## src/rtl/tmr_pkg.sv

```systemverilog
// -----------------------------------------------------------------------------
// tmr_pkg
// Shared definitions for the triple-redundant input filter:
//   - default filter length and mismatch persistence limit
//   - channel index constants (CH_A / CH_B / CH_C)
//   - clog2 counter-width helper and a 2-of-3 flag helper
// No ports (package).
// -----------------------------------------------------------------------------
package tmr_pkg;

  localparam int FILT_CYCLES_DEF    = 16;
  localparam int MISMATCH_LIMIT_DEF = 64;

  localparam int NUM_CH = 3;
  localparam int CH_A   = 0;
  localparam int CH_B   = 1;
  localparam int CH_C   = 2;

  // Number of bits needed to hold values 0..value-1, never less than 1.
  function automatic int clog2(input int value);
    int result;
    result = 0;
    for (int i = 0; i < 31; i++) begin
      if ((32'sd1 <<< i) < value) begin
        result = i + 1;
      end else begin
        result = result;
      end
    end
    if (result < 1) begin
      result = 1;
    end else begin
      result = result;
    end
    return result;
  endfunction

  // True when at least two of the three flags are set.
  function automatic logic at_least_two(input logic [2:0] flags);
    return (flags[0] & flags[1]) | (flags[0] & flags[2]) | (flags[1] & flags[2]);
  endfunction

endpackage : tmr_pkg

```

## src/rtl/tmr_chan_filter.sv

```systemverilog
// -----------------------------------------------------------------------------
// tmr_chan_filter
// One redundant channel: 2-flop synchronizer followed by a stability filter.
// The output only changes after FILT_CYCLES consecutive synchronized samples
// that all differ from the current output.
// Ports:
//   sys_clk  in  1  clock, rising edge
//   sys_rst  in  1  synchronous active-high reset
//   in_raw   in  1  raw channel input, asynchronous to sys_clk
//   ch_out   out 1  filtered, registered channel level
// -----------------------------------------------------------------------------
module tmr_chan_filter
  import tmr_pkg::*;
#(
  parameter int FILT_CYCLES = FILT_CYCLES_DEF
) (
  input  logic sys_clk,
  input  logic sys_rst,
  input  logic in_raw,
  output logic ch_out
);

  localparam int                CNT_W    = clog2(FILT_CYCLES);
  localparam logic [CNT_W-1:0]  CNT_LAST = CNT_W'(FILT_CYCLES - 1);

  logic             r_sync1;
  logic             r_sync2;
  logic             r_out;
  logic [CNT_W-1:0] r_cnt;

  logic             w_differs;
  logic             w_expire;
  logic [CNT_W-1:0] w_cnt_next;
  logic             w_out_next;

  // Two-flop synchronizer for the asynchronous raw input.
  always_ff @(posedge sys_clk) begin
    if (sys_rst) begin
      r_sync1 <= 1'b0;
      r_sync2 <= 1'b0;
    end else begin
      r_sync1 <= in_raw;
      r_sync2 <= r_sync1;
    end
  end

  // Stability counter: counts consecutive differing samples; the sample that
  // completes the run is taken directly, so FILT_CYCLES=1 gives one cycle delay.
  always_comb begin
    w_differs  = (r_sync2 != r_out);
    w_expire   = w_differs && (r_cnt == CNT_LAST);
    w_cnt_next = r_cnt;
    w_out_next = r_out;
    if (!w_differs) begin
      w_cnt_next = {CNT_W{1'b0}};
    end else if (w_expire) begin
      w_cnt_next = {CNT_W{1'b0}};
      w_out_next = r_sync2;
    end else begin
      w_cnt_next = r_cnt + CNT_W'(1);
    end
  end

  // Filter state registers.
  always_ff @(posedge sys_clk) begin
    if (sys_rst) begin
      r_cnt <= {CNT_W{1'b0}};
      r_out <= 1'b0;
    end else begin
      r_cnt <= w_cnt_next;
      r_out <= w_out_next;
    end
  end

  assign ch_out = r_out;

endmodule : tmr_chan_filter

```

## src/rtl/tmr_input_filter.sv

```systemverilog
// -----------------------------------------------------------------------------
// tmr_input_filter
// Three redundant inputs are synchronized and debounced, then compared.
// A persistent disagreement attributed to the same minority channel for
// MISMATCH_LIMIT cycles latches a sticky fault bit for that channel.
// Ports:
//   sys_clk      in  1  clock, rising edge
//   sys_rst      in  1  synchronous active-high reset
//   in_a/b/c     in  1  raw redundant inputs (asynchronous)
//   clear_fault  in  1  one-cycle request to clear the sticky fault flags
//   ch_a/b/c     out 1  filtered channel levels for the downstream voter
//   mismatch     out 1  registered: filtered channels not all equal
//   fault        out 3  sticky fault flags, bit0=a bit1=b bit2=c
//   degraded     out 1  registered: two or more fault flags set
// -----------------------------------------------------------------------------
module tmr_input_filter
  import tmr_pkg::*;
#(
  parameter int FILT_CYCLES    = FILT_CYCLES_DEF,
  parameter int MISMATCH_LIMIT = MISMATCH_LIMIT_DEF
) (
  input  logic       sys_clk,
  input  logic       sys_rst,
  input  logic       in_a,
  input  logic       in_b,
  input  logic       in_c,
  input  logic       clear_fault,
  output logic       ch_a,
  output logic       ch_b,
  output logic       ch_c,
  output logic       mismatch,
  output logic [2:0] fault,
  output logic       degraded
);

  localparam int               MM_W     = clog2(MISMATCH_LIMIT + 1);
  localparam logic [MM_W-1:0]  MM_LIMIT = MM_W'(MISMATCH_LIMIT);

  logic [2:0]      w_ch;
  logic            w_disagree;
  logic [1:0]      w_minority;
  logic            w_min_changed;
  logic [1:0]      w_minority_next;
  logic [MM_W-1:0] w_mm_cnt_next;
  logic [2:0]      w_fault_set;
  logic [2:0]      w_fault_next;

  logic [1:0]      r_minority;
  logic [MM_W-1:0] r_mm_cnt;
  logic            r_mismatch;
  logic [2:0]      r_fault;
  logic            r_degraded;

  tmr_chan_filter #(.FILT_CYCLES(FILT_CYCLES)) u_filt_a (
    .sys_clk (sys_clk),
    .sys_rst (sys_rst),
    .in_raw  (in_a),
    .ch_out  (w_ch[CH_A])
  );

  tmr_chan_filter #(.FILT_CYCLES(FILT_CYCLES)) u_filt_b (
    .sys_clk (sys_clk),
    .sys_rst (sys_rst),
    .in_raw  (in_b),
    .ch_out  (w_ch[CH_B])
  );

  tmr_chan_filter #(.FILT_CYCLES(FILT_CYCLES)) u_filt_c (
    .sys_clk (sys_clk),
    .sys_rst (sys_rst),
    .in_raw  (in_c),
    .ch_out  (w_ch[CH_C])
  );

  // Disagreement detect and odd-one-out decode (only meaningful on disagreement).
  always_comb begin
    w_disagree = !((w_ch[CH_A] == w_ch[CH_B]) && (w_ch[CH_B] == w_ch[CH_C]));
    if (w_ch[CH_A] == w_ch[CH_B]) begin
      w_minority = 2'(CH_C);
    end else if (w_ch[CH_A] == w_ch[CH_C]) begin
      w_minority = 2'(CH_B);
    end else begin
      w_minority = 2'(CH_A);
    end
  end

  // Mismatch persistence counter and fault set/clear. A fault is raised only on
  // the edge the count first arrives at the limit (or re-arrives after a
  // minority change), so a saturated count cannot re-set a just-cleared flag.
  always_comb begin
    w_min_changed   = (w_minority != r_minority);
    w_minority_next = r_minority;
    w_mm_cnt_next   = r_mm_cnt;
    w_fault_set     = 3'b000;
    if (!w_disagree) begin
      w_mm_cnt_next = {MM_W{1'b0}};
    end else begin
      w_minority_next = w_minority;
      if (w_min_changed) begin
        w_mm_cnt_next = MM_W'(1);
      end else if (r_mm_cnt == MM_LIMIT) begin
        w_mm_cnt_next = r_mm_cnt;
      end else begin
        w_mm_cnt_next = r_mm_cnt + MM_W'(1);
      end
      if ((w_mm_cnt_next == MM_LIMIT) && (w_min_changed || (r_mm_cnt != MM_LIMIT))) begin
        w_fault_set = 3'b001 << w_minority;
      end else begin
        w_fault_set = 3'b000;
      end
    end
    // A coincident set wins over the clear for its own bit.
    w_fault_next = (clear_fault ? 3'b000 : r_fault) | w_fault_set;
  end

  // Comparison, fault and status registers.
  always_ff @(posedge sys_clk) begin
    if (sys_rst) begin
      r_minority <= 2'b00;
      r_mm_cnt   <= {MM_W{1'b0}};
      r_mismatch <= 1'b0;
      r_fault    <= 3'b000;
      r_degraded <= 1'b0;
    end else begin
      r_minority <= w_minority_next;
      r_mm_cnt   <= w_mm_cnt_next;
      r_mismatch <= w_disagree;
      r_fault    <= w_fault_next;
      r_degraded <= at_least_two(r_fault);
    end
  end

  assign ch_a     = w_ch[CH_A];
  assign ch_b     = w_ch[CH_B];
  assign ch_c     = w_ch[CH_C];
  assign mismatch = r_mismatch;
  assign fault    = r_fault;
  assign degraded = r_degraded;

endmodule : tmr_input_filter
```

## config.mk

```make
export PLATFORM = sky130hd
export DESIGN_NAME = tmr_input_filter
export DESIGN_NICKNAME = d
export VERILOG_FILES = /design/src/rtl/tmr_pkg.sv /design/src/rtl/tmr_chan_filter.sv /design/src/rtl/tmr_input_filter.sv
export SDC_FILE = /design/constraint.sdc
export NUM_CORES = 1
export LEC_CHECK = 0
export CORE_UTILIZATION = 46
export DETAILED_ROUTE_END_ITERATION = 8
export PLACE_DENSITY_LB_ADDON = 0.3
export SYNTH_ARGS = -nofsm -noshare
export SYNTH_HDL_FRONTEND = slang
export SYNTH_SLANG_ARGS = --single-unit
```

## constraint.sdc

```tcl
create_clock -name sys_clk -period 2.8 [get_ports sys_clk]
set_input_delay 0.56 -clock sys_clk [delete_from_list [all_inputs] [get_ports sys_clk]]
set_output_delay 0.56 -clock sys_clk [all_outputs]
set_load 0.005 [all_outputs]
```

# --- Yosys cells after proc, flatten, opt, wreduce, memory -nomap -nowiden ---
# Index checks and enable logic that the tools add are counted.
word_totals:
  reg_bits: 35
  inputBits: 6
classes:
  addsub: 4
  n_eq_ne: 13
  shift: 1
  muxes: 8
  bitwise_logic: 9
  reduce_logical: 14
ops:
  columns: ["operator", "n"]
  rows:
  - ["2-to-1 mux 7 bit", 3]
  - ["== test 7 bit (second input constant)", 2]
  - ["adder 4 x 1 -> 4 bit (second input constant)", 3]
  - ["== test 4 bit (second input constant)", 3]
  - ["2-to-1 mux 3 bit", 3]
  - ["OR reduction 3 bit", 3]
  - ["adder 7 x 1 -> 7 bit (second input constant)", 1]
  - ["!= test 7 bit (second input constant)", 1]
  - ["AND reduction 2 bit", 3]
  - ["logical AND 1 bit", 5]
  - ["bitwise AND 1 bit", 3]
  - ["== test 1 bit", 3]
  - ["!= test 1 bit", 3]
  - ["inverter 1 bit", 3]
  - ["OR 3 bit", 1]
  - ["left shift 1 x 2 -> 3 bit (first input constant)", 1]
  - ["2-to-1 mux 2 bit", 1]
  - ["!= test 2 bit", 1]
  - ["OR 1 bit", 2]
  - ["OR reduction 2 bit", 1]
  - ["zero test 1 bit", 1]
  - ["logical OR 1 bit", 1]
  - ["2-to-1 mux 1 bit", 1]

# --- Longest topological paths before layout ---
depth:
  depth_word: 11
  ltp_mapped: 7
  depth_no_buf: 6

# --- Hierarchy ---
# A second synthesis with hierarchy kept.
hier_totals:
  hier_cells: 163
  hier_area_um2: 1483.9
by_module_without_submodules:
  columns: ["module", "n_inst", "cells_each", "area_per_inst_um2"]
  rows:
  - ["tmr_chan_filter", 3, 23, 247.7]
  - ["tmr_input_filter", 1, 94, 740.7]

# --- Worst setup path before layout ---
# Ideal clock, no wire load.
synth_timing:
  kind: "reg2reg"
  start: "register r_mm_cnt[0]"
  end: "register r_fault[2] (netlist: fault[2])"
  arrival_time_ps: 1475
  required_ps: 2699
  setup_slack_ps: 1224
  stages_incl_launch_ff: 8
  path_buffers: 1
  path_cell_list: "dfxtp_1 -> inv_1 -> ha_1 -> and3_1 -> buf_2 -> nor3_1 -> nand4_2 -> o41ai_1"
synth_via:
  elab_chain_cells: 9
synth_rtl:
  columns: ["element", "line", "text"]
  rows:
  - ["from (decl)", "tmr_input_filter.sv:49", "logic [MM_W-1:0] r_mm_cnt;"]
  - ["from (signal assigned)", "tmr_input_filter.sv:120", "r_mm_cnt <= {MM_W{1'b0}};"]
  - ["from (signal assigned)", "tmr_input_filter.sv:126", "r_mm_cnt <= w_mm_cnt_next;"]
  - ["adder 7 x 1 -> 7 bit or == test 7 bit (tied branches)", "tmr_input_filter.sv:104, tmr_input_filter.sv:101", null]
  - ["2-to-1 mux 7 bit", "tmr_input_filter.sv:101", "end else if (r_mm_cnt == MM_LIMIT) begin"]
  - ["2-to-1 mux 7 bit", "tmr_input_filter.sv:99", "if (w_min_changed) begin"]
  - ["2-to-1 mux 7 bit", "tmr_input_filter.sv:95", "if (!w_disagree) begin"]
  - ["== test 7 bit", "tmr_input_filter.sv:106", "if ((w_mm_cnt_next == MM_LIMIT) && (w_min_changed || (r_mm_cnt != MM_LIMIT))) begin"]
  - ["logical AND 1 bit (*)", "tmr_input_filter.sv:106", null]
  - ["2-to-1 mux 3 bit (*)", "tmr_input_filter.sv:106", null]
  - ["2-to-1 mux 3 bit (*)", "tmr_input_filter.sv:95", null]
  - ["OR 3 bit (*)", "tmr_input_filter.sv:113", "w_fault_next = (clear_fault ? 3'b000 : r_fault) | w_fault_set;"]
  - ["to (signal assigned)", "tmr_input_filter.sv:128", "r_fault <= w_fault_next;"]
  - ["to (decl)", "tmr_input_filter.sv:51", "logic [2:0] r_fault;"]
# Every way passes the cells marked *; elsewhere a longest branch is shown, timed or not. The select of a mux whose other input is x is not followed.
# A chain may end at the register's enable or synchronous reset.

# --- Worst setup path after layout ---
layout_timing:
  start: "register u_filt_b.r_out (netlist: u_filt_b.ch_out)"
  end: "output port ch_b"
layout_lines:
  columns: ["element", "line", "text"]
  rows:
  - ["from (decl)", "tmr_chan_filter.sv:28", "logic r_out;"]
  - ["from (signal assigned)", "tmr_chan_filter.sv:71", "r_out <= w_out_next;"]
  - ["to (decl)", "tmr_input_filter.sv:29", "output logic ch_b,"]
# No word-level cell between the ends.

==> run metrics <==
status=finished clean; post-route ant nets=0; hpwl dp=~1900 um; most common cell in the netlist=dfxtp_1; R2R cell count=5; maximum net fanout on the critical path=12; fmax=451 MHz; placed inst area=1680 sq um; peak supply drop=0.271 mV; DRC errors left=0; overall power=0.787 mW; antenna cells=0; chip height=60.1 um; Post-Place Setup Slack=0.782 ns; Buf+Inv Stages, Crit Path=1; M1 GR Usage=0.205; Hold Path Origin=u_filt_b.r_sync1; Routed WL=~2500 um; design area=roughly 1700 sq um; Slew @ Worst Pin=between 0.6 and 0.7 ns; Max transition margin=0.572; critical path's top delay family=flip-flops; hold crit path type=register to register; Reg-to-Reg Start=u_filt_b.ch_out; met2 Track Usage GR=0.268; first-pass GRT wire length=4470 um; vias=1083; cells taking the most area after synthesis=dfxtp_1 (45%), xor2_1 (6.2%), nor2_1 (5.6%); library cells used by synthesis=37; RR Endpoint=fault[0]; setup slack after layout=~0.58 ns; Cell Rows=20; Core Area=approximately 3100 sq um; CP cell instances=clkdlybuf4s50_1; Starting Density=0.497; Area Overhead vs Synth=11.6%; Worst EP required=2.24 ns; FF+latch count, synth=35; setup bufs post-CTS=0; WHS Endpoint=u_filt_b.r_sync2; placed cell count=212; max cap viols=0; antenna violations before repair=0; Die Area=3610 sq um; CTS tree=done; Leakage=roughly 0.67 nW; layer with the highest usage=met2; layout cell share with drive strength beyond 1=0.0966; vias in the first global route=1062; post-synth top area cell=dfxtp_1; Final TNS setup=0 ns; share of the synthesized area in the top cell type=0.451; crit-path max cell delay=~0.70 ns; WHS=0.448 ns; Post-CTS Resized=0; final cell count without fillers=220; pwr dens=between 400 and 500 nW/um^2; crit start category=register; slowest CP cell=dfxtp_1; Die Width=60.1 um; RSZ-0062 raised after global routing=false; Synth top cells by count=dfxtp_1 (35), nor2_1 (23), xor2_1 (11), nand3_1 (9); fin util=0.554; largest net degree at the start of global routing=22; worst reg2reg setup slack=0.83 ns; clock root cell=clkbuf_4; PortBufs=13; Syn Nets=173; Pre-Repair DR Iteration Count=4; warning count from the yosys run=0; Critical Path AT=1.66 ns; gr usage total=0.172; CTS clk-pin slew, worst paths=0.11 ns; hold_buf cts=0; CTS buffer count=5; Top Ports=14; Max H-tree Level=2; area of the mapped netlist=around 1600 sq um; Final Hold Fails=0; initial DRC count=63; Synth Flop Type=dfxtp_1; Post-synth EDFFs=0; drt wl/cell=11.3 um; placer congestion estimate=0.783; Setup violations, final=0; Nets=186; ys async rst share=0; Final Max Tran Viols=0; Final Skew=0.0116 ns; Mapped Cells=162; grt total ovfl=0; Via density=4.92; clock buffer depth=2; final worst path period need=2.22 ns; part of the cycle the worst path needs=0.793; WS Path Type=register to output pin; sequential area share after synthesis=0.451; global-route met3 utilization=0.0455; Setup crit end kind=output pin; average cell area after synthesis=9.59 sq um; latest clock arrival within the worst-skew pair=0.34 ns; clock sink count=35; worst hold stages=1
==> cell usage in the layout, fill, tap and decap left out, drive strengths merged <==
cell type	count
dfxtp	35
nor2	23
clkdlybuf4s50	13
xor2	12
nand3	9
nand2b	8
nand2	8
nor2b	7
xnor2	6
mux2i	6
clkbuf	6
inv	5
nor3	5
ha	5
a21oi	3
and2b	3
and3	3
o21ai	3
nor4	2
o41ai	2
nor3b	1
and3b	1
or3b	1
o311ai	1
a21boi	1
and2	1
o22ai	1
nand4	1
o21bai	1
o31ai	1
clkinvlp	1
clkinv	1
==> power by group <==
group | leakage [nW] | switching (mW) | total (mW) | internal (mW)
clock | 0.0282 | 0.165 | 0.262 | 0.0967
combinational | 0.363 | 0.00834 | 0.0198 | 0.0115
sequential | 0.283 | 0.00252 | 0.505 | 0.503
total | 0.674 | 0.176 | 0.787 | 0.611
==> registers in the layout, summed over array words and instances (netlist names), 2 cells and up <==
register and flops:
r_minority 2, fault 3, u_filt_c.r_cnt 4, r_mm_cnt 7, u_filt_a.r_cnt 4, u_filt_b.r_cnt 4
==> cells by family (layout without fill, tap and decap cells) <==
family	after synthesis	after routing	synth area share
muxes	6	6	0.0411
adders and majority gates	5	5	0.0403
buffers and inverters	12	26	0.0499
xor gates and xnor gates	18	18	0.106
AOI/OAI and AO/OA	13	13	0.0620
DFF	35	35	0.451
and+or+nand+nor	73	73	0.250
==> area by class of cell <==
class | instances | area [sq um]
fillers | 277 | 1390
multi-input cells | 115 | 776
flip-flops and latches | 35 | 701
repair buffers | 13 | 130
well taps | 44 | 55.1
clock buffers | 6 | 41.3
inverters | 5 | 18.8
clock inverters | 2 | 12.5
==> worst max path at each step <==
stage,from,slack (ns),to,depth (start not counted)
after detailed placement,sys_rst,0.78,r_mm_cnt[2],3
final,u_filt_b.ch_out,0.58,ch_b,1
after global routing,u_filt_b.ch_out,0.49,ch_b,1
after global placement,sys_rst,0.83,u_filt_a.r_cnt[3],4
after floorplan,r_mm_cnt[0],1.22,fault[2],7
after CTS,u_filt_b.ch_out,0.58,ch_b,1
==> layer usage <==
metal  up-vias  routed length (um)
li1        566                   -
met5         -                   0
met4         0                  68
met2        15                1160
met1       495                1170
met3         7                  85
(Power assumes the default switching activity.)
